`src/rtl/sa_output_deskew_collector_if.sv`:
```
// Bundle between the systolic array bottom row, the deskew collector and the downstream consumer.
// Latency: none (wires only).
// Backpressure: out_valid/out_ready handshake on the aligned result side; the array side cannot stall.
//
// Ports carried:
//   sa_outputs  skewed bottom-row outputs, one element per column
//   in_valid    marks the cycle a vector's row-0 element enters the array
//   out_data    aligned result vector at the FIFO head
//   out_valid   FIFO non-empty
//   out_ready   downstream accepts out_data this cycle
//   fifo_count  vectors currently buffered
//   overflow    sticky drop flag
//   drop_count  saturating count of dropped vectors
interface sa_output_deskew_collector_if #(
    parameter int SA_SIZE         = 8,
    parameter int ACTIVATION_SIZE = 8,
    parameter int FIFO_DEPTH      = 4,
    parameter int CNT_WIDTH       = 16
);
    logic [SA_SIZE-1:0][ACTIVATION_SIZE-1:0] sa_outputs;
    logic                                    in_valid;
    logic [SA_SIZE-1:0][ACTIVATION_SIZE-1:0] out_data;
    logic                                    out_valid;
    logic                                    out_ready;
    logic [$clog2(FIFO_DEPTH+1)-1:0]         fifo_count;
    logic                                    overflow;
    logic [CNT_WIDTH-1:0]                    drop_count;

    // Environment side: drives the array outputs and the downstream ready.
    modport master (
        output sa_outputs, in_valid, out_ready,
        input  out_data, out_valid, fifo_count, overflow, drop_count
    );

    // Collector side.
    modport slave (
        input  sa_outputs, in_valid, out_ready,
        output out_data, out_valid, fifo_count, overflow, drop_count
    );
endinterface

```
`src/rtl/sa_output_deskew_collector.sv`:
```
// Deskews the systolic array bottom-row columns into one aligned vector and buffers it in a FIFO.
// Latency: in_valid at cycle T gives out_valid from cycle T+2*SA_SIZE-1 when the FIFO is empty.
// Backpressure: valid/ready at the output; when full with no pop the incoming vector is dropped and counted.
//
// Ports: clk, resetn (synchronous, active-low), bus (slave modport of sa_output_deskew_collector_if).
module sa_output_deskew_collector #(
    parameter int SA_SIZE         = 8,
    parameter int ACTIVATION_SIZE = 8,
    parameter int FIFO_DEPTH      = 4,
    parameter int CNT_WIDTH       = 16
) (
    input  logic                         clk,
    input  logic                         resetn,
    sa_output_deskew_collector_if.slave  bus
);
    localparam int SR_LEN = 2*SA_SIZE-2;
    localparam int PTR_W  = $clog2(FIFO_DEPTH);
    localparam int CNT_W  = $clog2(FIFO_DEPTH+1);
    localparam logic [CNT_W-1:0] DEPTH_C = CNT_W'(FIFO_DEPTH);

    typedef logic [SA_SIZE-1:0][ACTIVATION_SIZE-1:0] vec_t;

    // ------------------------------------------------------------------
    // Valid tracking. Bit k holds in_valid from k+1 cycles ago, so bit
    // SA_SIZE-2+c marks column c live and the last bit is the push request.
    // Only the last tap is consumed: the column pipelines below land every
    // column on that same cycle, so data seen outside a live tap never
    // reaches the FIFO.
    // ------------------------------------------------------------------
    logic [SR_LEN-1:0] vld_sr;
    logic              push_req;

    always_ff @(posedge clk) begin
        if (!resetn) begin
            vld_sr <= '0;
        end else begin
            vld_sr <= {vld_sr[SR_LEN-2:0], bus.in_valid};
        end
    end

    assign push_req = vld_sr[SR_LEN-1];

    // ------------------------------------------------------------------
    // Deskew: column c is delayed SA_SIZE-1-c cycles; the last column is
    // already aligned and feeds the write port directly. Free-running, no reset.
    // ------------------------------------------------------------------
    logic [ACTIVATION_SIZE-1:0] aligned [SA_SIZE];

    for (genvar c = 0; c < SA_SIZE-1; c++) begin : g_col
        localparam int NSTAGE = SA_SIZE-1-c;
        logic [ACTIVATION_SIZE-1:0] stage [NSTAGE];

        always_ff @(posedge clk) begin
            stage[0] <= bus.sa_outputs[c];
            for (int s = 1; s < NSTAGE; s++) begin
                stage[s] <= stage[s-1];
            end
        end

        assign aligned[c] = stage[NSTAGE-1];
    end

    assign aligned[SA_SIZE-1] = bus.sa_outputs[SA_SIZE-1];

    vec_t wr_vec;

    always_comb begin
        wr_vec = '0;
        for (int c = 0; c < SA_SIZE; c++) begin
            wr_vec[c] = aligned[c];
        end
    end

    // ------------------------------------------------------------------
    // Result FIFO
    // ------------------------------------------------------------------
    vec_t                 mem [FIFO_DEPTH];
    logic [PTR_W-1:0]     wr_ptr;
    logic [PTR_W-1:0]     rd_ptr;
    logic [CNT_W-1:0]     count;
    logic                 overflow_q;
    logic [CNT_WIDTH-1:0] drop_cnt_q;

    logic full;
    logic empty;
    logic pop;
    logic push;
    logic drop;

    assign full  = (count == DEPTH_C);
    assign empty = (count == '0);
    assign pop   = !empty && bus.out_ready;
    // A pop frees the slot the same cycle, so a full FIFO still accepts.
    assign push  = push_req && (!full || pop);
    assign drop  = push_req && full && !pop;

    always_ff @(posedge clk) begin
        if (!resetn) begin
            wr_ptr     <= '0;
            rd_ptr     <= '0;
            count      <= '0;
            overflow_q <= 1'b0;
            drop_cnt_q <= '0;
            // Storage is cleared so the head reads zero out of reset.
            for (int i = 0; i < FIFO_DEPTH; i++) begin
                mem[i] <= '0;
            end
        end else begin
            if (push) begin
                mem[wr_ptr] <= wr_vec;
                wr_ptr      <= wr_ptr + 1'b1;
            end
            if (pop) begin
                rd_ptr <= rd_ptr + 1'b1;
            end
            if (push && !pop) begin
                count <= count + 1'b1;
            end else if (pop && !push) begin
                count <= count - 1'b1;
            end
            if (drop) begin
                overflow_q <= 1'b1;
                if (drop_cnt_q != '1) begin
                    drop_cnt_q <= drop_cnt_q + 1'b1;
                end
            end
        end
    end

    assign bus.out_data   = mem[rd_ptr];
    assign bus.out_valid  = !empty;
    assign bus.fifo_count = count;
    assign bus.overflow   = overflow_q;
    assign bus.drop_count = drop_cnt_q;

endmodule

```
`src/flat_wrapper.sv`:
```
// flat-port wrapper written by rule: the top's interface ports become plain ports
module sa_output_deskew_collector_flat 
#(
    parameter int SA_SIZE         = 8,
    parameter int ACTIVATION_SIZE = 8,
    parameter int FIFO_DEPTH      = 4,
    parameter int CNT_WIDTH       = 16
)
  (clk, resetn, bus_sa_outputs, bus_in_valid, bus_out_ready, bus_out_data, bus_out_valid, bus_fifo_count, bus_overflow, bus_drop_count);
  sa_output_deskew_collector_if #(.SA_SIZE(SA_SIZE), .ACTIVATION_SIZE(ACTIVATION_SIZE), .FIFO_DEPTH(FIFO_DEPTH), .CNT_WIDTH(CNT_WIDTH)) bus_i ();
  input  logic clk;
  input  logic resetn;
  input wire logic [$bits(bus_i.sa_outputs)-1:0] bus_sa_outputs;
  input wire logic [$bits(bus_i.in_valid)-1:0] bus_in_valid;
  input wire logic [$bits(bus_i.out_ready)-1:0] bus_out_ready;
  output wire logic [$bits(bus_i.out_data)-1:0] bus_out_data;
  output wire logic [$bits(bus_i.out_valid)-1:0] bus_out_valid;
  output wire logic [$bits(bus_i.fifo_count)-1:0] bus_fifo_count;
  output wire logic [$bits(bus_i.overflow)-1:0] bus_overflow;
  output wire logic [$bits(bus_i.drop_count)-1:0] bus_drop_count;
  assign bus_i.sa_outputs = bus_sa_outputs;
  assign bus_i.in_valid = bus_in_valid;
  assign bus_i.out_ready = bus_out_ready;
  assign bus_out_data = bus_i.out_data;
  assign bus_out_valid = bus_i.out_valid;
  assign bus_fifo_count = bus_i.fifo_count;
  assign bus_overflow = bus_i.overflow;
  assign bus_drop_count = bus_i.drop_count;
  sa_output_deskew_collector #(.SA_SIZE(SA_SIZE), .ACTIVATION_SIZE(ACTIVATION_SIZE), .FIFO_DEPTH(FIFO_DEPTH), .CNT_WIDTH(CNT_WIDTH)) u_core (.clk(clk), .resetn(resetn), .bus(bus_i));
endmodule
```
`config.mk`:
```
export PLATFORM = sky130hd
export DESIGN_NAME = sa_output_deskew_collector_flat
export DESIGN_NICKNAME = d
export VERILOG_FILES = /design/src/rtl/sa_output_deskew_collector_if.sv /design/src/rtl/sa_output_deskew_collector.sv /design/src/flat_wrapper.sv
export SDC_FILE = /design/constraint.sdc
export NUM_CORES = 1
export LEC_CHECK = 0
export BUFFER_PORTS_ARGS = -buffer_cell sky130_fd_sc_hd__buf_2
export CAP_MARGIN = 10
export CORE_MARGIN = 8
export CORE_UTILIZATION = 35
export CTS_CLUSTER_SIZE = 20
export DETAILED_ROUTE_END_ITERATION = 6
export GPL_TIMING_DRIVEN = 0
export SLEW_MARGIN = 0
export SYNTH_ARGS = -nofsm -noshare
export SYNTH_HDL_FRONTEND = slang
export SYNTH_SLANG_ARGS = --single-unit
```
`constraint.sdc`:
```
create_clock -name clk -period 6.6 [get_ports clk]
set_input_delay 0.33 -clock clk [delete_from_list [all_inputs] [get_ports clk]]
set_output_delay 0.33 -clock clk [all_outputs]
set_load 0.005 [all_outputs]
```
==> results.py, run 1 <==
metrics = {
    "timing": {
        "clock_skew_ns": 0.0361,
        "fin_ws_ns": 3.11,
        "whs_ns": 0.0499,
        "slew_headroom_pct": 22.3,
        "setup_viol": 0,
        "min_period_ns": 3.49,
        "rsz0062_at_grt": "no",
        "drv_slew": 0,
        "fmax_ghz": 0.287,
        "finalHoldViolCount": 0,
        "tightest_slew_ns": 1.16,
        "period_share_pct": 52.9,
    },
    "worst_setup_path": {
        "cp-end-kind": "primary output",
        "critPathKind": "flip-flop to primary output",
        "crit_fanout": 10,
        "arrival_ns": 3.16,
        "r2r_cells": 7,
        "critPathRequiredTime_ns": 6.27,
        "crit_path_start_kind": "flip-flop",
    },
    "synthesis": {
        "synth_area_leader_cell": "edfxtp_1",
        "ys_async_sr_fraction_pct": 0,
        "synth_cell_types": 37,
        "synth_area_leaders": "edfxtp_1 45%, dfxtp_1 31%, mux4_2 8.4%, and2_1 5.2%, and3_1 4.8%",
        "synth_area_um2": 17100,
        "syn_nets": 1108,
        "synth-seq-area-share_pct": 75.9,
        "synth_edf_count": 256,
        "synth_cells": 1037,
        "synth_most_common_cell": "dfxtp_1",
        "yosysWarningCount": 0,
        "synth_area_per_cell_um2": 16.5,
        "ys_ff_latch": 520,
        "yosys.area.top_type_share_pct": 45.0,
        "ys_top_cells_by_count": "264 x dfxtp_1, 256 x edfxtp_1, 142 x and2_1",
        "synth_flop_cell": "dfxtp_1",
    },
    "pwr": {
        "power_mw": 7.03,
        "comb_power_share_pct": 5.0,
        "powerDensity_nw_per_um2": 329,
        "clock_power_share_pct": 44.5,
        "ir_worst_vdd_uv": 199,
        "p_sw_mw": 1.48,
        "p_leak_nw": 8.64,
        "p_sw_share_pct": 21.0,
        "p_int_mw": 5.55,
        "p_seq_share_pct": 50.5,
    },
    "finish": {
        "final_cell_area_um2": 21400,
        "area_delta_synth_final_pct": 25.0,
        "diodes": 0,
        "layout-drive-gt1-share_pct": 23.7,
        "final_util_pct": 44.0,
        "fin_nets": 1383,
    },
    "min_path": {
        "whs_path_depth": 2,
        "hp-class": "input pin to flip-flop",
    },
    "clock_tree": {
        "path_clk_slew_ns": 0.06,
        "clk_latency_ns": 0.62,
        "clock_path_buffers": 3,
        "cts_tree": "yes",
        "post_cts_buffers": 0,
        "cts_resized": 0,
        "htree_levels": 2,
        "cts_root_buffer": "clkbuf_16",
        "cts.sinks": 520,
        "cts_buffers": 54,
    },
    "detailed_routing": {
        "first_iter_violations": 511,
        "vias": 9088,
        "via_per_inst": 4.59,
        "drc": 0,
        "totalWireLength_um": 36500,
        "ant_nets": 0,
        "first_pass_iters": 4,
        "wl_per_cell_um": 18.5,
    },
    "outcome": {
        "outcome": "completed",
    },
    "global_route": {
        "grt_max_degree": 35,
        "grt_overflow_total": 0,
        "grt_usage_pct": 13.0,
        "grt_pass1_wl_um": 56100,
        "grt_pass1_vias": 9769,
        "grt_antenna_before_repair": 1,
    },
    "place": {
        "dp_hpwl_um": 22700,
        "gp_congestion": 0.758,
        "postPlaceCellArea_um2": 18900,
        "place_ws_ns": 3.25,
        "place.port_buffers": 152,
    },
    "flow_run": {
        "drv_cap": 0,
    },
    "floorplanning": {
        "die_x_um": 237,
        "die_height_um": 237,
        "dieArea_um2": 56100,
        "core-area_um2": 48500,
        "core.rowCount": 81,
        "start_util_pct": 35.2,
        "num_io_pins": 153,
    },
}
[layer usage]
layer | part of all wire (%) | wire length [µm] | global-route usage [%] | up-vias
met5 | 0.036 | 13 | 0 | -
met4 | 2.5 | 912 | 4.91 | 2
met3 | 5.0 | 1810 | 2.88 | 64
met2 | 52 | 19100 | 23.4 | 185
met1 | 40 | 14700 | 14.9 | 4491
li1 | - | - | - | 4346
[area by class of cell]
cell class	instances	area [µm²]
fillers	4318	27200
flip-flops and latches	520	13000
multi-input cells	450	3900
clock buffers	78	1680
repair buffers	219	1530
well taps	622	778
clock inverters	24	238
plain buffers	61	230
inverters	6	22.5
[cell usage in the layout, fill, tap and decap left out, types with 7 or more instances in the layout]
cell type,Yosys,final
a21oi_1,12,12
and2_1,142,142
and3_1,131,131
buf_2,1,153
clkbuf_1,54,62
clkbuf_16,0,62
clkbuf_8,0,7
clkinv_2,0,9
dfxtp_1,264,264
dlygate4sd3_1,0,57
edfxtp_1,256,256
mux2i_1,8,8
mux4_2,64,64
nand2_1,19,18
nand3_1,7,7
nor2_1,12,12
[stage by stage]
step	instances	setup TNS (ns)
finish	1980	0
CTS	1979	0
global placement	1811	-488.55
global route	1980	0
detailed placement	1820	0
floorplan	1037	0
[power by group through the flow]
| stage | Sequential [mW] | Combinational, mW | Clock [mW] |
|---|---|---|---|
| floorplan | 3.61 | 0.175 | 0 |
| CTS | 3.55 | 0.365 | 3.22 |
| finish | 3.55 | 0.349 | 3.13 |
| global placement | 3.63 | 0.320 | 0 |
| global route | 3.56 | 0.382 | 3.35 |
| detailed placement | 3.62 | 0.338 | 0 |
[worst max-delay path, stage by stage (launching register included)]
cell      delay, ns
dfxtp_1        0.30
clkbuf_1       0.70
buf_1          0.75
mux4_2         0.66
buf_2          0.16
[cell families after synthesis]
| kind of cell | share of synthesized area (%) |
|---|---|
| compound gates | 0.959 |
| xor+xnor | 0.256 |
| fa+ha+maj | 0.264 |
| buf+inv | 1.48 |
| flops | 75.9 |
| mux | 8.90 |
| simple gates | 12.2 |
[repair_timing]
item                                    CTS  global route
endpoints found under the setup margin    0             0
endpoints found under the hold margin    57             0
hold buffers                             57             0
[registers in the layout (all words and copies together) (netlist names), named ones only]
signal,count
u_core.mem,256
u_core.rd_ptr,2
u_core.bus.drop_count,16
u_core.vld_sr,14
u_core.g_col.stage,224
u_core.wr_ptr,2
u_core.bus.fifo_count,3
u_core.bus.overflow,1
[path summary, 6_finish.rpt]
| kind | slack (ns) | to | start |
|---|---|---|---|
| setup / recovery | 3.11 | bus_out_data[44] | flip-flop |
| hold / removal | 0.05 | u_core.mem[3][63] | bus_sa_outputs[63] |
| setup reg to reg | 3.35 | u_core.mem[0][34] | u_core.bus.fifo_count[0] |
| hold reg to reg | 0.32 | u_core.g_col[0].stage[1][3] | u_core.g_col[0].stage[0][3] |
No activity file was read; power rests on OpenSTA's default activity.
==> run 2, diff against run 1 <==
==> constraint.sdc (replaced) <==
create_clock -name clk -period 3.4 [get_ports clk]
set_input_delay 0.17 -clock clk [delete_from_list [all_inputs] [get_ports clk]]
set_output_delay 0.17 -clock clk [all_outputs]
set_load 0.005 [all_outputs]
==> results.py, run 2 (synthesis results as in run 1) <==
metrics = {
    "clock_tree": {
        "cts_buffers": 54,
        "path_clk_slew_ns": 0.06,
        "clk_latency_ns": 0.60,
        "htree_levels": 2,
        "cts_root_buffer": "clkbuf_16",
        "clock_path_buffers": 3,
        "cts.sinks": 520,
        "post_cts_buffers": 0,
        "cts_tree": "yes",
    },
    "global_route": {
        "busiest_layer": "met2",
        "met1_usage_pct": 16.3,
        "grt_usage_pct": 13.1,
        "grt_util_met3_pct": 2.88,
        "grt_antenna_before_repair": 0,
        "grt_pass1_wl_um": 56900,
        "grt_pass1_vias": 9485,
        "grt_max_degree": 35,
        "use_met2_pct": 23.0,
        "grt_overflow_total": 0,
    },
    "worst_setup_path": {
        "critPathRequiredTime_ns": 3.23,
        "crit_fanout": 10,
        "critPathKind": "flip-flop to primary output",
        "r2r_slack_ns": 0.36,
        "arrival_ns": 2.94,
        "crit_path_start_kind": "flip-flop",
        "critPathBufInv": 2,
        "crit_chain": "clkdlybuf4s15_1 -> mux4_2 -> buf_2",
        "cp_top_family": "buffers and inverters",
        "worst_path_max_delay_cell": "dfxtp_1",
        "crit_path_max_incr_delay_ns": 0.79,
        "cp-end-kind": "primary output",
    },
    "detailed_routing": {
        "totalWireLength_um": 37200,
        "vias": 9166,
        "wl_per_cell_um": 18.7,
        "drc": 0,
        "ant_nets": 0,
        "first_iter_violations": 494,
        "via_per_inst": 4.61,
        "first_pass_iters": 4,
    },
    "finish": {
        "largest-register": "u_core.mem",
        "final_util_pct": 44.1,
        "final_cell_area_um2": 21400,
        "multi_input_area_um2": 3910,
        "layout-drive-gt1-share_pct": 24.0,
        "final_common_cell": "dfxtp_1",
        "final_cell_mix": "264 x dfxtp_1, 256 x edfxtp_1, 153 x buf_2",
        "largest_reg_flops": 256,
        "regArea_um2": 13000,
        "fin_nets": 1393,
        "area_delta_synth_final_pct": 25.4,
        "diodes": 0,
        "fillers": 4321,
    },
    "place": {
        "gp_congestion": 0.757,
        "place.port_buffers": 152,
        "dp_hpwl_um": 23100,
        "postPlaceCellArea_um2": 18900,
        "place_ws_ns": -0.0735,
    },
    "floorplanning": {
        "dieArea_um2": 56100,
        "core.rowCount": 81,
        "core-area_um2": 48500,
        "die_x_um": 237,
        "start_util_pct": 35.2,
        "num_io_pins": 153,
        "die_height_um": 237,
    },
    "timing": {
        "fmax_ghz": 0.321,
        "fin_ws_ns": 0.286,
        "slew_headroom_pct": 37.5,
        "finalHoldViolCount": 0,
        "min_period_ns": 3.11,
        "tightest_slew_ns": 0.937,
        "rsz0062_at_grt": "no",
        "drv_slew": 0,
        "clock_skew_ns": 0.0236,
        "setup_viol": 0,
        "period_share_pct": 91.6,
    },
    "pwr": {
        "powerDensity_nw_per_um2": 634,
        "ir_worst_vdd_uv": 354,
        "power_mw": 13.6,
        "p_leak_nw": 8.68,
    },
    "outcome": {
        "outcome": "completed",
    },
    "flow_run": {
        "drv_cap": 0,
    },
    "min_path": {
        "hp-class": "input pin to flip-flop",
    },
}
[run 2: final timing paths]
check,start,to,cells after the start
setup reg to reg,u_core.bus.fifo_count[1],u_core.mem[0][35],7
setup / recovery,flip-flop,bus_out_data[12],3
hold reg to reg,u_core.g_col[0].stage[5][3],u_core.g_col[0].stage[6][3],0
hold / removal,bus_sa_outputs[21],u_core.g_col[2].stage[0][5],2
[run 2: per-layer routing]
| layer | part of all wire [%] | vias to the layer above |
|---|---|---|
| met4 | 1.5 | 0 |
| met5 | 0 | - |
| li1 | - | 4377 |
| met2 | 51 | 178 |
| met3 | 4.3 | 49 |
| met1 | 43 | 4562 |
[run 2: timing repair]
item / 4_1_cts / 5_1_grt
resized for setup: 4 / 2
hold buffers: 67 / 0
setup endpoints to repair: 92 / 9
endpoints found under the hold margin: 96 / 0
[run 2: layout make-up]
| cell class | instances | area share (%) |
|---|---|---|
| well taps | 622 | 3.63 |
| clock inverters | 25 | 1.06 |
| multi-input cells | 450 | 18.2 |
| clock buffers | 77 | 7.63 |
| inverters | 6 | 0.105 |
| flip-flops and latches | 520 | 60.6 |
| plain buffers | 60 | 1.13 |
| repair buffers | 230 | 7.65 |
[run 2: worst register-to-register path: stages, from the launching register on]
cell and delay (ns):
dfxtp_1 0.47, or4b_1 0.17, buf_2 0.18, nand2_1 0.19, nor4_1 0.37, clkbuf_2 0.41, nand2b_4 0.59, buf_12 0.31
[run 2: per-stage QoR]
step                      TNS [ns]  std cells  hold slack, ns
final                            0       1990           0.201
after CTS                        0       1990           0.149
after global routing             0       1990           0.166
after detailed placement     -2.17       1822           0.274
after floorplan             -0.396       1037           0.198
after global placement     -385.54       1811           0.272
[run 2: report_power, final]
part	total, mW	leakage (nW)	internal (mW)	switching [mW]
Sequential	6.90	4.85	6.81	0.0907
Combinational	0.683	2.90	0.351	0.332
Clock	5.99	0.928	3.59	2.40
==> run 3, diff against run 2 <==
--- a/config.mk
+++ b/config.mk
@@ -5,6 +5,7 @@
 export SDC_FILE = /design/constraint.sdc
 export NUM_CORES = 1
 export LEC_CHECK = 0
+export ABC_AREA = 1
 export BUFFER_PORTS_ARGS = -buffer_cell sky130_fd_sc_hd__buf_2
 export CAP_MARGIN = 10
 export CORE_MARGIN = 8
==> results.py, run 3 <==
metrics = {
    "synthesis": {
        "synth_cell_types": 29,
        "syn_nets": 1512,
        "synthMuxAreaShare_pct": 0,
        "synth_top_family_by_area": "simple AND/OR/NAND/NOR gates",
        "synth_area_per_cell_um2": 11.8,
        "synth_area_leaders": "edfxtp_1 45%, dfxtp_1 31%, nor2_1 7.7%, o21ai_0 4.1%, nand2_1 3.0%",
        "ys_top_cells_by_count": "347 x nor2_1, 264 x dfxtp_1, 256 x edfxtp_1",
        "synth_flop_cell": "dfxtp_1",
        "synth_cells": 1441,
        "synth_edf_count": 256,
        "ys_async_sr_fraction_pct": 0,
        "synth_area_um2": 17000,
        "synth-seq-area-share_pct": 76.2,
        "synth_fa_ha_area_share_pct": 0.265,
        "synthSimpleGateAreaFrac_pct": 11.6,
        "yosys.area.top_type_share_pct": 45.2,
        "synth_area_leader_cell": "edfxtp_1",
        "synth_most_common_cell": "nor2_1",
        "ys_ff_latch": 520,
        "synth_compound_gate_area_share_pct": 7.13,
        "yosysWarningCount": 0,
        "synthXorXnorAreaFrac_pct": 0.360,
    },
    "timing": {
        "fmax_ghz": 0.352,
        "tns_ns": 0,
        "whs_ns": 0.197,
        "period_share_pct": 83.5,
        "finalHoldViolCount": 0,
        "min_period_ns": 2.84,
        "setup_viol": 0,
        "fin_ws_ns": 0.562,
        "slew_headroom_pct": 44.6,
        "tightest_slew_ns": 0.828,
        "rsz0062_at_grt": "no",
        "drv_slew": 0,
        "clock_skew_ns": 0.0148,
    },
    "clock_tree": {
        "path_clk_slew_ns": 0.06,
        "cts_buffers": 53,
        "htree_levels": 2,
        "cts_root_buffer": "clkbuf_16",
        "cts_tree": "yes",
        "clk_latency_ns": 0.60,
        "cts.sinks": 520,
        "clock_path_buffers": 3,
    },
    "global_route": {
        "grt_max_degree": 36,
        "grt_usage_pct": 14.0,
        "grt_overflow_total": 0,
        "grt_antenna_before_repair": 0,
        "grt_pass1_vias": 11100,
        "grt_pass1_wl_um": 61800,
    },
    "worst_setup_path": {
        "critPathKind": "flip-flop to primary output",
        "critPathRequiredTime_ns": 3.23,
        "worst_path_max_delay_cell": "clkbuf_1",
        "crit_fanout": 10,
        "r2r_slack_ns": 0.77,
        "arrival_ns": 2.67,
        "path_common_cell": "clkbuf_1",
        "critPathBufInv": 3,
        "crit_path_max_incr_delay_ns": 0.57,
        "crit_chain": "clkbuf_1 -> clkbuf_1 -> o21ai_0 -> o22ai_1 -> buf_2",
        "cp-end-kind": "primary output",
        "crit_path_start_kind": "flip-flop",
        "cp_top_family": "buffers and inverters",
        "rr_startpoint": "u_core.bus.fifo_count[0]",
    },
    "pwr": {
        "p_leak_nw": 8.75,
        "powerDensity_nw_per_um2": 692,
        "ir_worst_vdd_uv": 379,
    },
    "floorplanning": {
        "die_x_um": 237,
        "num_io_pins": 153,
        "core.rowCount": 81,
        "die_height_um": 237,
        "start_util_pct": 35.1,
        "core-area_um2": 48400,
        "dieArea_um2": 55900,
    },
    "detailed_routing": {
        "first_pass_iters": 5,
        "first_iter_violations": 836,
        "ant_nets": 0,
        "wl_per_cell_um": 16.6,
        "totalWireLength_um": 39700,
        "vias": 11000,
        "drc": 0,
        "via_per_inst": 4.58,
    },
    "flow_run": {
        "drv_cap": 0,
    },
    "finish": {
        "largest_reg_flops": 256,
        "final_cell_mix": "347 x nor2_1, 264 x dfxtp_1, 256 x edfxtp_1",
        "layout-drive-gt1-share_pct": 16.5,
        "final_common_cell": "nor2_1",
        "diodes": 0,
        "final_util_pct": 43.7,
        "fin_nets": 1796,
        "area_delta_synth_final_pct": 24.5,
        "final_cell_area_um2": 21200,
        "largest-register": "u_core.mem",
    },
    "place": {
        "place.port_buffers": 152,
        "postPlaceCellArea_um2": 18800,
        "gp_congestion": 0.828,
        "dp_hpwl_um": 25100,
        "place_ws_ns": 0.733,
    },
    "min_path": {
        "min_from": "bus_sa_outputs[9]",
        "hp-class": "input pin to flip-flop",
    },
    "outcome": {
        "outcome": "completed",
    },
}
-- run 3: repair_timing --
item / 4_1_cts / 5_1_grt
resized for setup: 0 / 0
hold endpoints to repair: 90 / 0
hold buffers: 67 / 0
buffers inserted: 0 / 0
-- run 3: per-layer routing --
layer	global-route usage (%)	vias up	share of wire, %
li1	-	5363	-
met1	16.9	5184	41
met2	24.1	324	50
met3	3.56	80	6.7
met4	5.11	0	2.9
met5	0	-	0
-- run 3: where the power goes --
part           internal [mW]  switching, mW  leakage, nW
sequential              6.82         0.0924         4.91
clock                   3.14           2.44        0.853
combinational          0.767           1.41         2.98
total                   10.7           3.94         8.75
-- run 3: cell type report --
| type | count | area (µm²) |
|---|---|---|
| buffer | 75 | 363 |
| clock buffer | 71 | 1500 |
| clock inverter | 28 | 194 |
| fill | 4485 | 27300 |
| inverter | 104 | 390 |
| multi-input combinational | 742 | 3340 |
| sequential | 520 | 13000 |
| tap | 622 | 778 |
| timing repair buffer | 229 | 1650 |
-- run 3: worst paths after layout --
check / to / cells past startpoint
min reg2reg: u_core.g_col[0].stage[6][4] / 0
max: bus_out_data[15] / 5
min: u_core.g_col[1].stage[0][1] / 2
max reg2reg: u_core.mem[0][25] / 9
-- run 3: kinds of logic (layout without fill, tap and decap cells) --
logic type               after synthesis  after routing
XOR/XNOR                               7              7
AND/OR/NAND/NOR                      508            508
adder cells (fa/ha/maj)                3              3
flip-flops                           520            520
AO/OA/AOI/OAI                        224            224
buffers and inverters                179            507
-- run 3: stage by stage --
step / std cells / total power [mW]
after floorplan: 1441 / 8.09
after global placement: 2215 / 9.17
after detailed placement: 2225 / 9.21
after CTS: 2391 / 14.9
after global routing: 2391 / 15.4
final: 2391 / 14.7
